--- config.mk ---
export PLATFORM = sky130hd
export DESIGN_NAME = fetch_controller
export DESIGN_NICKNAME = d
export VERILOG_FILES = /design/src/rtl/fetch_pkg.sv /design/src/rtl/fetch_pc_reg.sv /design/src/rtl/fetch_controller.sv
export SDC_FILE = /design/constraint.sdc
export NUM_CORES = 1
export LEC_CHECK = 0
export ABC_AREA = 1
export CELL_PAD_IN_SITES_DETAIL_PLACEMENT = 0
export CELL_PAD_IN_SITES_GLOBAL_PLACEMENT = 1
export CORE_ASPECT_RATIO = 2
export CORE_MARGIN = 4
export CORE_UTILIZATION = 32
export CTS_CLUSTER_DIAMETER = 200
export CTS_CLUSTER_SIZE = 12
export DETAILED_ROUTE_END_ITERATION = 8
export GPL_ROUTABILITY_DRIVEN = 0
export PLACE_DENSITY = 0.84
export SLEW_MARGIN = 0
export SYNTH_ARGS = -nofsm -noshare
export SYNTH_HDL_FRONTEND = slang
export SYNTH_SLANG_ARGS = --single-unit
export TNS_END_PERCENT = 50
--- constraint.sdc ---
create_clock -name clk -period 2.7 [get_ports clk]
set_input_delay 0.675 -clock clk [delete_from_list [all_inputs] [get_ports clk]]
set_output_delay 0.675 -clock clk [all_outputs]
set_load 0.05 [all_outputs]
--- src/rtl/fetch_pkg.sv ---
// Shared types and constants for the instruction fetch controller.
package fetch_pkg;

  // Default widths for the byte-addressed PC and the instruction word.
  localparam int ADDR_W_DEF  = 8;
  localparam int INSTR_W_DEF = 32;

  // Byte distance between consecutive instructions.
  localparam int PC_INC = 4;

  // Fetch sequencing states.
  typedef enum logic [1:0] {
    IDLE  = 2'd0,
    FETCH = 2'd1,
    HOLD  = 2'd2
  } fetch_state_e;

endpackage

--- src/rtl/fetch_pc_reg.sv ---
// Program counter register: +4 advance with natural wrap, branch redirect mux
// and, when FETCH_ALIGN_CHECK_EN is defined, a sticky misaligned-target flag
// with the target forced to a word boundary.
module fetch_pc_reg
  import fetch_pkg::*;
#(
  parameter int              ADDR_W   = ADDR_W_DEF,
  parameter logic [ADDR_W-1:0] RESET_PC = '0
) (
  input  logic              clk,
  input  logic              reset,
  input  logic              advance,
  input  logic              branch_valid,
  input  logic [ADDR_W-1:0] branch_target,
  output logic [ADDR_W-1:0] pc,
  output logic              misalign_err
);

  localparam logic [ADDR_W-1:0] INC = ADDR_W'(PC_INC);

  logic [ADDR_W-1:0] target_eff;
  logic [ADDR_W-1:0] pc_next;

`ifdef FETCH_ALIGN_CHECK_EN
  // Redirect lands on the containing word; low bits are dropped.
  assign target_eff = {branch_target[ADDR_W-1:2], 2'b00};

  // Sticky flag raised by any redirect to a non-word-aligned target.
  always_ff @(posedge clk or posedge reset) begin
    if (reset)
      misalign_err <= 1'b0;
    else if (branch_valid && (branch_target[1:0] != 2'b00))
      misalign_err <= 1'b1;
  end
`else
  assign target_eff   = branch_target;
  assign misalign_err = 1'b0;
`endif

  // Next PC: redirect wins over sequential advance; otherwise hold.
  // NOTE: every always_comb output gets a default first so no path leaves it
  // unassigned, which would otherwise infer a latch.
  always_comb begin
    pc_next = pc;
    if (branch_valid)
      pc_next = target_eff;
    else if (advance)
      pc_next = pc + INC;  // wraps modulo 2^ADDR_W by width truncation
  end

  // PC state register.
  // NOTE: sequential state uses non-blocking assignments so every register
  // samples pre-edge values regardless of block ordering.
  always_ff @(posedge clk or posedge reset) begin
    if (reset)
      pc <= RESET_PC;
    else
      pc <= pc_next;
  end

endmodule

--- src/rtl/fetch_controller.sv ---
// Instruction fetch controller: owns the PC, drives the instruction memory
// address, captures the returned word into an output register and hands it
// to decode over a valid/ready handshake with stall, start/stop and branch
// flush. Optional build macro: FETCH_ALIGN_CHECK_EN (misaligned-branch check).
module fetch_controller
  import fetch_pkg::*;
#(
  parameter int                ADDR_W   = ADDR_W_DEF,
  parameter int                INSTR_W  = INSTR_W_DEF,
  parameter logic [ADDR_W-1:0] RESET_PC = '0
) (
  input  logic               clk,
  input  logic               reset,
  input  logic               fetch_en,
  input  logic               branch_valid,
  input  logic [ADDR_W-1:0]  branch_target,
  output logic [ADDR_W-1:0]  imem_addr,
  input  logic [INSTR_W-1:0] imem_instr,
  output logic               if_valid,
  output logic [INSTR_W-1:0] if_instr,
  output logic [ADDR_W-1:0]  if_pc,
  input  logic               id_ready,
  output logic [15:0]        fetch_count,
  output logic               misalign_err
);

  fetch_state_e      state, state_next;
  logic              load;
  logic              accept;
  logic [ADDR_W-1:0] pc;

  assign accept    = if_valid && id_ready;
  assign imem_addr = pc;  // straight from the register, no input path

  fetch_pc_reg #(
    .ADDR_W   (ADDR_W),
    .RESET_PC (RESET_PC)
  ) u_pc (
    .clk           (clk),
    .reset         (reset),
    .advance       (load),
    .branch_valid  (branch_valid),
    .branch_target (branch_target),
    .pc            (pc),
    .misalign_err  (misalign_err)
  );

  // State register.
  always_ff @(posedge clk or posedge reset) begin
    if (reset)
      state <= IDLE;
    else
      state <= state_next;
  end

  // Next state and load decision; a redirect overrides both.
  always_comb begin
    state_next = state;
    load       = 1'b0;
    case (state)
      IDLE: begin
        if (fetch_en)
          state_next = FETCH;
      end
      FETCH: begin
        load = fetch_en && (!if_valid || id_ready);
        if (if_valid && !id_ready)
          state_next = HOLD;
        else if (!fetch_en)
          state_next = IDLE;
      end
      HOLD: begin
        load = fetch_en && id_ready;
        if (id_ready)
          state_next = FETCH;
      end
      default: state_next = IDLE;
    endcase
    if (branch_valid) begin
      load       = 1'b0;
      state_next = fetch_en ? FETCH : IDLE;
    end
  end

  // Fetch output register: flush on redirect, fill on load, drain on accept.
  always_ff @(posedge clk or posedge reset) begin
    if (reset) begin
      if_valid <= 1'b0;
      if_instr <= '0;
      if_pc    <= '0;
    end else if (branch_valid) begin
      if_valid <= 1'b0;
    end else if (load) begin
      if_valid <= 1'b1;
      if_instr <= imem_instr;
      if_pc    <= pc;
    end else if (accept) begin
      if_valid <= 1'b0;
    end
  end

  // Handshake counter; a handshake coinciding with a redirect still counts.
  always_ff @(posedge clk or posedge reset) begin
    if (reset)
      fetch_count <= '0;
    else if (accept)
      fetch_count <= fetch_count + 16'd1;
  end

endmodule

# ---- Word level (Yosys, flattened, before mapping)
# Index checks and enable logic that the tools add are counted.
dict set report word_totals {
  register_bits 67
  latch_bits 0
  ramBits 0
  romBits 0
  in_bits 45
  output_inout_bits 66
  wordCells 40
  mem_count 0
}
dict set report op_classes {
  add_sub_neg 2
  mul 0
  div_mod_pow 0
  order_cmp 0
  n_eq_ne 5
  n_shift 0
  muxes 14
  bitwise 1
  reduce_logical 12
}
# operator count
set ops {}
lappend ops {{16-bit by 1-bit adder with 16-bit output, second input constant} 1}
lappend ops {{8-bit 2-to-1 mux} 2}
lappend ops {{2-bit 2-to-1 mux} 5}
lappend ops {{8-bit by 3-bit adder with 8-bit output, second input constant} 1}
lappend ops {{3-bit != test, second input constant} 2}
lappend ops {{2-bit case mux with 3 select lines} 1}
lappend ops {{1-bit 2-to-1 mux} 5}
lappend ops {{1-bit logical AND} 4}
lappend ops {{4-bit != test, second input constant} 1}
lappend ops {{3-bit AND reduction} 1}
lappend ops {{3-bit nonzero test} 1}
lappend ops {{2-bit by 1-bit == test with 1-bit output, second input constant} 1}
lappend ops {{2-bit == test, second input constant} 1}
lappend ops {{1-bit logical NOT} 2}
lappend ops {{2-bit logical NOT} 1}
lappend ops {{1-bit case mux with 2 select lines} 1}
lappend ops {{2-bit AND reduction} 1}
lappend ops {{2-bit nonzero test} 1}
lappend ops {{1-bit logical OR} 1}
lappend ops {{1-bit inverter} 1}

# ---- Depth between registers and ports, before layout
dict set report depth {
  depth_word 7
  ltp_mapped 9
  mapped_depth_nobuf 9
}

# ---- By module
# A second synthesis with hierarchy kept.
dict set report hier_totals {
  hier_cells 355
  hier_area_um2 3014.1
}
# module instances cells_per_inst area_per_inst_um2 seq_area_each_um2
set modules_own_cells {}
lappend modules_own_cells {fetch_controller 1 297 2562.5 1476.4}
lappend modules_own_cells {fetch_pc_reg 1 58 451.7 200.2}

# ---- Worst setup path after synthesis
# OpenSTA, ideal clock, no wires.
dict set report synth_timing {
  path_kind {register to register}
  startpoint {reg fetch_count[0]}
  endpoint {reg fetch_count[10]}
  setup_ns 0.082
  t_arrival_ns 1.524
  required_ns 2.618
  slack_ns 1.094
  stages_incl_launch_ff 7
  path_buffers 0
  period_less_slack_ns 1.606
  path_cell_list {dfrtp_1 -> ha_1 -> nand3_1 -> nor2_2 -> nand2_1 -> nor2_1 -> xor2_1}
}
dict set report synth_between {
  elab_chain_cells 1
}
# element line_no
set synth_lines {}
lappend synth_lines {{start: declaration} fetch_controller.sv:23} ;# output logic [15:0] fetch_count,
lappend synth_lines {{start signal: assignment} fetch_controller.sv:107} ;# fetch_count <= fetch_count + 16'd1;
lappend synth_lines {{16-bit by 1-bit adder with 16-bit output} fetch_controller.sv:107}
# No other way between the ends.
# A chain may end at the register's enable or synchronous reset.

# ---- Worst setup path after layout
dict set report layout_timing {
  startpoint {reg u_pc.pc[6]}
  endpoint {out imem_addr[6]}
}
# element line_no
set layout_rtl {}
lappend layout_rtl {{start: declaration} fetch_pc_reg.sv:15} ;# output logic [ADDR_W-1:0] pc,
lappend layout_rtl {{start signal: assignment} fetch_pc_reg.sv:58} ;# pc <= pc_next;
lappend layout_rtl {{end: declaration} fetch_controller.sv:17} ;# output logic [ADDR_W-1:0] imem_addr,
# No word-level cell between the ends.

==> impl_metrics.json <==
{
  "outcome": "finished, final reports clean",
  "min_delay_worst_endpoint": "if_instr[26]",
  "startpoint_type": "flip-flop",
  "netlist_instances": 348,
  "grt_pass1_vias": 2599,
  "rsz_0062_raised_after_global_routing": "false",
  "die_outline_width_um": 76.2,
  "postSynth.topFlopCell": "dfrtp_1",
  "timing.reg2reg.worst_path_depth": 8,
  "synthesis.nets": 400,
  "post_synthesis_async_set_or_reset_flop_share_pct": 100,
  "number_of_maximum_capacitance_constraint_violations": 0,
  "syn_to_final_growth_pct": 50.0,
  "worst-path-buf-inv": 1,
  "htreeDepth": 3,
  "postCtsResizedCells": 0,
  "antenna_found_initial": 0,
  "cts.root.buffer_cell": "clkbuf_16",
  "diode_insertion_count_for_antenna_repair": 0,
  "ys_seq_elements": 67,
  "yosys-top-cells-count": "169 x nand2_1, 67 x dfrtp_1, 24 x inv_1",
  "reg2reg_to": "if_pc[2]",
  "first_iter_violations": 93,
  "critical_path_required_time_ns": 2.03,
  "chip_height_um": 144,
  "max-vdd-ir-drop_uv": 378,
  "min_period_ns": 2.35,
  "number_of_setup_violations_in_the_final_report": 0,
  "yosysTopAreaCellShare_pct": 56.3,
  "finalHoldViolCount": 0,
  "drt-vias-per-instance": 4.51,
  "slowest_delay_ns": 0.90,
  "cp_cell_sequence": "clkdlybuf4s50_1",
  "grt.overflow.total": 0,
  "synth.avg_cell_area_um2": 8.56,
  "dieArea_mm2": 0.0110,
  "netlist-cell-type-count": 22,
  "worstHoldPathType": "reg2reg",
  "inserted_clock_buffers": 9,
  "critical-path-slowest-cell": "clkdlybuf4s50_1",
  "postRouteWirelength_um": 7890,
  "drt_first_pass_iters": 4,
  "holdPathStages": 2,
  "worst_slew_margin_relative_to_its_limit_pct": 60.7,
  "floorplan.core_area_mm2": 0.00901,
  "ioPinCount": 111,
  "drive_above_1_share_pct": 6.00,
  "p_total_mw": 4.79,
  "drtAntennaViolNets": 0,
  "fin_skew_ns": 0.00469,
  "initial_utilization_pct": 33.0,
  "cts.sink_count": 67,
  "critical_path_class": "reg2out",
  "endpoint_kind": "primary output",
  "critical-path-top-delay-family": "buffers and inverters",
  "max_freq_mhz": 425,
  "timing.critical_path.from": "u_pc.pc[6]",
  "cts_max_path_buffers": 2,
  "setup_tns_ns": 0,
  "synth_top_cell_by_area": "dfrtp_1",
  "grt_pass1_wl_um": 13000,
  "cp_max_fo": 6,
  "power_per_cell_area_mw_per_mm2": 1070,
  "r2r_start": "state[1]",
  "grt_max_degree": 45,
  "seq_area_frac_synth_pct": 56.3,
  "synth_edf_count": 0,
  "p_leak_nw": 2.22,
  "hold_path.startpoint": "if_instr[26]",
  "mappedNetlistArea_mm2": 0.00298,
  "hold_buf_count_cts": 0,
  "arrival_time_at_the_worst_endpoint_ns": 1.68,
  "ys_warn_count": 0,
  "cts_setup_buffers": 0,
  "timing.final.crit_share_pct": 87.1,
  "placement_rows": 49,
  "layout.nets": 515,
  "routed_wire_length_per_instance_um": 13.9,
  "worst-slew-pin-transition_ns": 0.588,
  "grt.total_usage_pct": 14.9,
  "cts_tree": "done",
  "post-dp-hpwl_um": 5940,
  "cts.reportedPaths.clkPinSlew_ns": 0.05,
  "drc": 0,
  "clk-insertion-delay-late_ns": 0.33,
  "synth_most_common_cell": "nand2_1",
  "final_max_slew_viol_count": 0,
  "numPortBuffers": 109,
  "netlist_top_cells_area": "dfrtp_1 56%, nand2_1 21%, nand3_1 3.2%",
  "route.vias.total": 2568,
  "reg2reg_setup_slack_ns": 0.99
}
## power by group
part,internal (mW),switching (mW)
Combinational,0.718,1.48
Sequential,1.30,0.199
Clock,0.688,0.402
Total,2.71,2.08
## cells by family (layout without fill, tap and decap cells)
kind of cell	count (synthesis)	in the layout	synth area share (%)
AND/OR/NAND/NOR	211	211	28.6
flip-flops	67	67	56.3
buffers and inverters	37	156	5.46
XOR/XNOR	14	14	4.12
AO/OA/AOI/OAI	10	10	2.06
adder cells (fa/ha/maj)	7	7	2.94
other	1	1	0.126
multiplexers	1	1	0.378
## final cells by class
class	instances	area, um2
Clock buffer	13	270
Clock inverter	2	10.0
Inverter	27	101
Timing Repair Buffer	114	1140
Sequential cell	67	1680
Multi-Input combinational cell	244	1140
Fill cell	892	4550
Tap cell	102	128
## worst max-delay path by stage
stage / depth (start not counted) / slack (ns) / endpoint
4_1_cts: 1 / 0.33 / imem_addr[6]
6_report: 1 / 0.35 / imem_addr[6]
3_5_place_dp: 7 / 0.53 / if_pc[7]
5_1_grt: 1 / 0.32 / imem_addr[6]
2_1_floorplan: 1 / 0.34 / fetch_count[0]
3_3_place_gp: 7 / 0.56 / if_pc[7]
## registers in the layout, indices dropped and copies added, names as in the netlist
register	count
if_valid	1
state	2
fetch_count	16
if_pc	8
if_instr	32
u_pc.pc	8
## placed cells by master, fill, tap and decap left out, types with 4 or more instances in the layout
master | synthesis | layout
ha_1 | 7 | 7
inv_2 | 3 | 4
o21ai_1 | 4 | 4
dfrtp_1 | 67 | 67
nor2_1 | 13 | 13
clkdlybuf4s50_1 | 0 | 109
nand4_1 | 4 | 4
o21ai_0 | 5 | 5
xor2_1 | 8 | 8
inv_1 | 24 | 23
clkbuf_16 | 0 | 9
nand3_1 | 19 | 19
nand2_1 | 169 | 169
buf_4 | 5 | 4
xnor2_1 | 6 | 6
## routing by layer
layer / up-vias / track usage [%] / wire [um]
li1: 1294 / - / -
met1: 1181 / 16.1 / 2970
met2: 78 / 26.9 / 4320
met3: 15 / 3.74 / 384
met4: 0 / 7.47 / 221
met5: - / 0 / 0
## through the flow
stage	hold WS [ns]	setup WS [ns]	area [um2]	utilization, %	instances
2_1_floorplan	0.600	0.342	2980	-	348
3_3_place_gp	0.462	0.556	4190	46.4	554
3_5_place_dp	0.464	0.531	4190	46.4	554
4_1_cts	0.479	0.335	4470	49.5	569
5_1_grt	0.488	0.319	4470	49.5	569
6_report	0.474	0.349	4470	49.5	569
Power figures use the tool's default switching activity.
==> variant 1 (same settings) <==
Add an input register stage for `branch_target`, cleared by the reset; this delays it by one clock. The other inputs are not delayed to match.
--- a/src/rtl/fetch_controller.sv
+++ b/src/rtl/fetch_controller.sv
@@ -24,6 +24,16 @@
   output logic               misalign_err
 );
 
+  logic [ADDR_W-1:0] branch_target_q;
+
+  always_ff @(posedge clk or posedge reset) begin
+    if (reset) begin
+      branch_target_q <= '0;
+    end else begin
+      branch_target_q <= branch_target;
+    end
+  end
+
   fetch_state_e      state, state_next;
   logic              load;
   logic              accept;
@@ -40,7 +50,7 @@
     .reset         (reset),
     .advance       (load),
     .branch_valid  (branch_valid),
-    .branch_target (branch_target),
+    .branch_target (branch_target_q),
     .pc            (pc),
     .misalign_err  (misalign_err)
   );
Formal check against the unedited RTL: not equivalent (Yosys sat finds a counterexample within 4 cycles, from zero or initial values and one cycle with reset high).
==> variant 1 against the unedited design <==
- critical path depth unchanged
- synthesized area is 7.8% higher
- sequential cell count rose by 8
- synthesized cell count up 3.2%
- routed wire length increased by 3.3%
- cell area increased by 5.9%
- power increased by 4.6%
- worst setup slack better by 11 ps
==> variant 1: results (changes against the unedited design) <==
Avg Synthesized Cell Area=8.940 µm² (+4.5%); result of the run=finished clean; # fillers=945 (+5.9%); Vias=2662 (+3.7%); clock network contribution to total cell area=0.06245 (-0.0003121); CTS sink cnt=75 (+12%); Critical R2R Capture=u_pc.pc[4]$_DFFE_PP0P_; non-clk buf share=0.2397 (-0.01579); count of buffers inserted at the top-level ports=109 (unchanged); first-pass GRT wire length=13630 µm (+5.1%); fraction of area in multi-input gates=0.2445 (-0.01046); Signal buffers=113 (-0.88%); highest-delay cell along the critical path=sky130_fd_sc_hd__clkdlybuf4s50_1; fraction of the mapped netlist area in compound gates=0.01754 (-0.003044); synthesized-area fraction occupied by adder cells=0.02729 (-0.002121); max-slew headroom at the worst pin=0.6322 (+0.02514); final net count=525 (+1.9%); number of vias per cell after detailed routing=4.371 (-3.1%); Layout Skew=4.539 ps (-0.1513 ps); post-synthesis mux area share=0.003509 (-0.0002727); Iter 0 DRT Violations=110 (+18%); leading post-synthesis cells by cell area=sky130_fd_sc_hd__dfrtp_1 58%, sky130_fd_sc_hd__nand2_1 20%, sky130_fd_sc_hd__ha_1 2.7%; flop-to-flop setup slack=780 ps (-210 ps); share of final-layout standard cells stronger than drive strength 1=0.05451 (-0.005450); dpl cells=594 (+7.2%); biggest cell delay along the critical path=870 ps (-30 ps); sequential cell area=1877 µm² (+12%); clock root cell=sky130_fd_sc_hd__clkbuf_16; count of multi-input gates=248 (+1.6%); minimum hold slack=452.9 ps (-20.70 ps); startpoint of the worst hold path=branch_target_q[1]$_DFF_PP0_; largest net degree at the start of global routing=56 (+24%); Synthesized Nets=411 (+2.8%); total wire length after detailed routing=8148 µm (+3.3%); Unique masters post-synth=24 (+9.1%); post-layout min period=2340 ps (-10.79 ps); Synth Area in XOR/XNOR=0.03821 (-0.002970); post-place setup slack=309.5 ps (-221.6 ps)
variant 1: through the flow:
| step | area, µm² | power, mW | util |
|---|---|---|---|
| after CTS | 4728 | 5.072 | 0.4843 |
| after floorplan | 3209 | 3.047 | - |
| after detailed placement | 4433 | 3.868 | 0.4541 |
| after global routing | 4728 | 5.271 | 0.4843 |
| final | 4728 | 5.006 | 0.4843 |
| after global placement | 4433 | 3.839 | 0.4541 |
variant 1: report_power, final:
part | total [mW] | internal (mW) | switching, mW
combinational | 2.18 | 0.717 | 1.47
sequential | 1.64 | 1.43 | 0.207
clock | 1.19 | 0.760 | 0.426
total | 5.01 | 2.91 | 2.10
variant 1: per-layer routing:
metal,global-route usage,wire (µm),vias to the layer above
li1,-,-,1327
met5,0,0,-
met1,0.1596,3087,1245
met2,0.2713,4467,75
met4,0.06282,179,0
met3,0.03916,413,15
==> variant 2 (same settings) <==
Made on the original files. `INSTR_W_DEF`: 32 -> 28.
--- a/src/rtl/fetch_pkg.sv
+++ b/src/rtl/fetch_pkg.sv
@@ -3,7 +3,7 @@
 
   // Default widths for the byte-addressed PC and the instruction word.
   localparam int ADDR_W_DEF  = 8;
-  localparam int INSTR_W_DEF = 32;
+  localparam int INSTR_W_DEF = 28;
 
   // Byte distance between consecutive instructions.
   localparam int PC_INC = 4;
Interface: changed (resized if_instr and imem_instr); port bits go from 111 to 103. No check against the original RTL was run, so the function may have changed too.
==> variant 2 against the unedited design <==
- maximum frequency increased by 0.84%
- count of clock-buffer cells in the layout decreased by 3
- cell area decreased by 4.3%
- clock power increased by 5%
- routed wire length decreased by 3.5%
- sequential cell count decreased by 4
- worst hold slack improved by 5.1 ps
- worst setup slack improved by 20 ps
- power decreased by 5.2%
- clock skew decreased by 0.85 ps
- die area decreased by 3.4%
- final cell count decreased by 3.3%
- synthesized area decreased by 3.7%
==> variant 2: results (changes against the unedited design) <==
leading post-synthesis cells by cell area=sky130_fd_sc_hd__dfrtp_1 55%, sky130_fd_sc_hd__nand2_1 21%, sky130_fd_sc_hd__nand3_1 3.7%; worst min-delay path category=reg -> reg; synthesized-area fraction occupied by adder cells=0.03053 (+0.001116); max-slew headroom at the worst pin=0.6264 (+0.01931); Synth Area in XOR/XNOR=0.04274 (+0.001562); Final setup violation count=0 (unchanged); startpoint of the worst hold path=if_instr[13]$_DFFE_PP0P_; Antenna Nets Post-Route=0 (unchanged); dpl cells=534 (-3.6%); RR Startpoint=state[1]$_DFFE_PP0P_; first-pass GRT wire length=12080 µm (-6.9%); final cell count without fillers=550 (-3.3%); post-detail-place hpwl=5678 µm (-4.4%); global-route congestion overflow total=0 (unchanged); biggest cell delay along the critical path=roughly 900 ps; fraction of the mapped netlist area in compound gates=0.02137 (+0.0007811); most used standard cells in the synthesized netlist=161 x sky130_fd_sc_hd__nand2_1, 63 x sky130_fd_sc_hd__dfrtp_1, 26 x sky130_fd_sc_hd__inv_1; Unique masters post-synth=24 (+9.1%); Iter 0 DRT Violations=164 (+76%); Layout Skew=3.839 ps (-0.8514 ps); count of buffers inserted at the top-level ports=101 (-7.3%); result of the run=finished clean; via count of the first global-routing pass=2501 (-3.8%); largest delay contributor family on the critical path=buffers and inverters; fraction of the yosys area taken by sequential cells=0.5495 (-0.01353); worst supply voltage drop on vdd=0.5418 mV (+43%); largest net degree at the start of global routing=45 (unchanged); share of final-layout standard cells stronger than drive strength 1=0.06222 (+0.002265); number of vias per cell after detailed routing=4.564 (+1.1%); total wire length after detailed routing=7616 µm (-3.5%); Clock Latency Late Sink=330 ps (about the same); post-synthesis mux area share=0 (-0.003782); total global routing track utilization=0.1516 (+0.002322); diodes inserted=0 (unchanged); Avg Synthesized Cell Area=8.463 µm² (-1.1%); worst-path maximum fanout=6 (unchanged); highest-delay cell along the critical path=sky130_fd_sc_hd__clkdlybuf4s50_1; final net count=493 (-4.3%); ys flop type=sky130_fd_sc_hd__dfrtp_1; maximum buffer depth of the clock tree=2 (unchanged); Synthesized Nets=387 (-3.3%); clock root cell=sky130_fd_sc_hd__clkbuf_16; asr flop ratio synth=1.000 (unchanged); buffers inserted during post-CTS setup optimization=0 (unchanged); largest registers in the final layout=if_instr: 28 flops, fetch_count: 16 flops; number of iterations in the first detailed-routing pass=4 (unchanged); number of warnings printed during yosys synthesis=0 (unchanged); max-slew violation count=0 (unchanged); leakage=2.104 nW (-5.0%); Data arrival, critical path=1660 ps (-20 ps); CP Launch Point=u_pc.pc[4]$_DFFE_PP0P_; # fillers=880 (-1.3%)
[variant 2: worst paths after layout]
kind                            cells after the start  slack (ps)                          end
worst max register to register                      8         820       u_pc.pc[7]$_DFFE_PP0P_
worst min-delay path                                2         480     if_instr[13]$_DFFE_PP0P_
worst min register to register                      2         480     if_instr[13]$_DFFE_PP0P_
min in group asynchronous                           2         700  fetch_count[14]$_DFFE_PP0P_
max in group asynchronous                           3        1410         if_pc[2]$_DFFE_PP0P_
worst max-delay path                                1         370                 imem_addr[4]
[variant 2: cell type report]
| type | count | area, µm² | share of cell area |
|---|---|---|---|
| flip-flops and latches | 63 | 1577 | 0.3689 |
| multi-input cells | 238 | 1116 | 0.2611 |
| repair buffers | 104 | 1046 | 0.2447 |
| clock buffers | 10 | 239.0 | 0.05591 |
| well taps | 100 | 125.1 | 0.02927 |
| inverters | 29 | 111.4 | 0.02605 |
| clock inverters | 6 | 60.06 | 0.01405 |
[variant 2: per-stage QoR]
step | worst slack (ps) | area (µm²)
after detailed placement | 385.3 | 3975
final | 368.5 | 4274
after global placement | 430.9 | 3975
after CTS | 363.7 | 4274
after global routing | 330.0 | 4274
after floorplan | 455.3 | 2869
[variant 2: kinds of logic (layout without fill, tap and decap cells)]
kind of cell | count (synthesis) | after routing
compound gates | 10 | 10
xor+xnor | 14 | 14
fa+ha+maj | 7 | 7
buf+inv | 38 | 149
flops | 63 | 63
other cells | 1 | 1
simple gates | 206 | 206
[variant 2: routing by layer]
layer | global-route usage | vias to the layer above | part of all wire
met5 | 0 | - | 0
met2 | 0.2599 | 75 | 0.54
li1 | - | 1248 | -
met4 | 0.07786 | 0 | 0.031
met1 | 0.1661 | 1174 | 0.37
met3 | 0.03901 | 13 | 0.054
[variant 2: report_power, final]
part / total [mW] / switching (mW) / internal (mW)
clock: 1.14 / 0.402 / 0.733
sequential: 1.41 / 0.190 / 1.22
combinational: 2.00 / 1.35 / 0.649
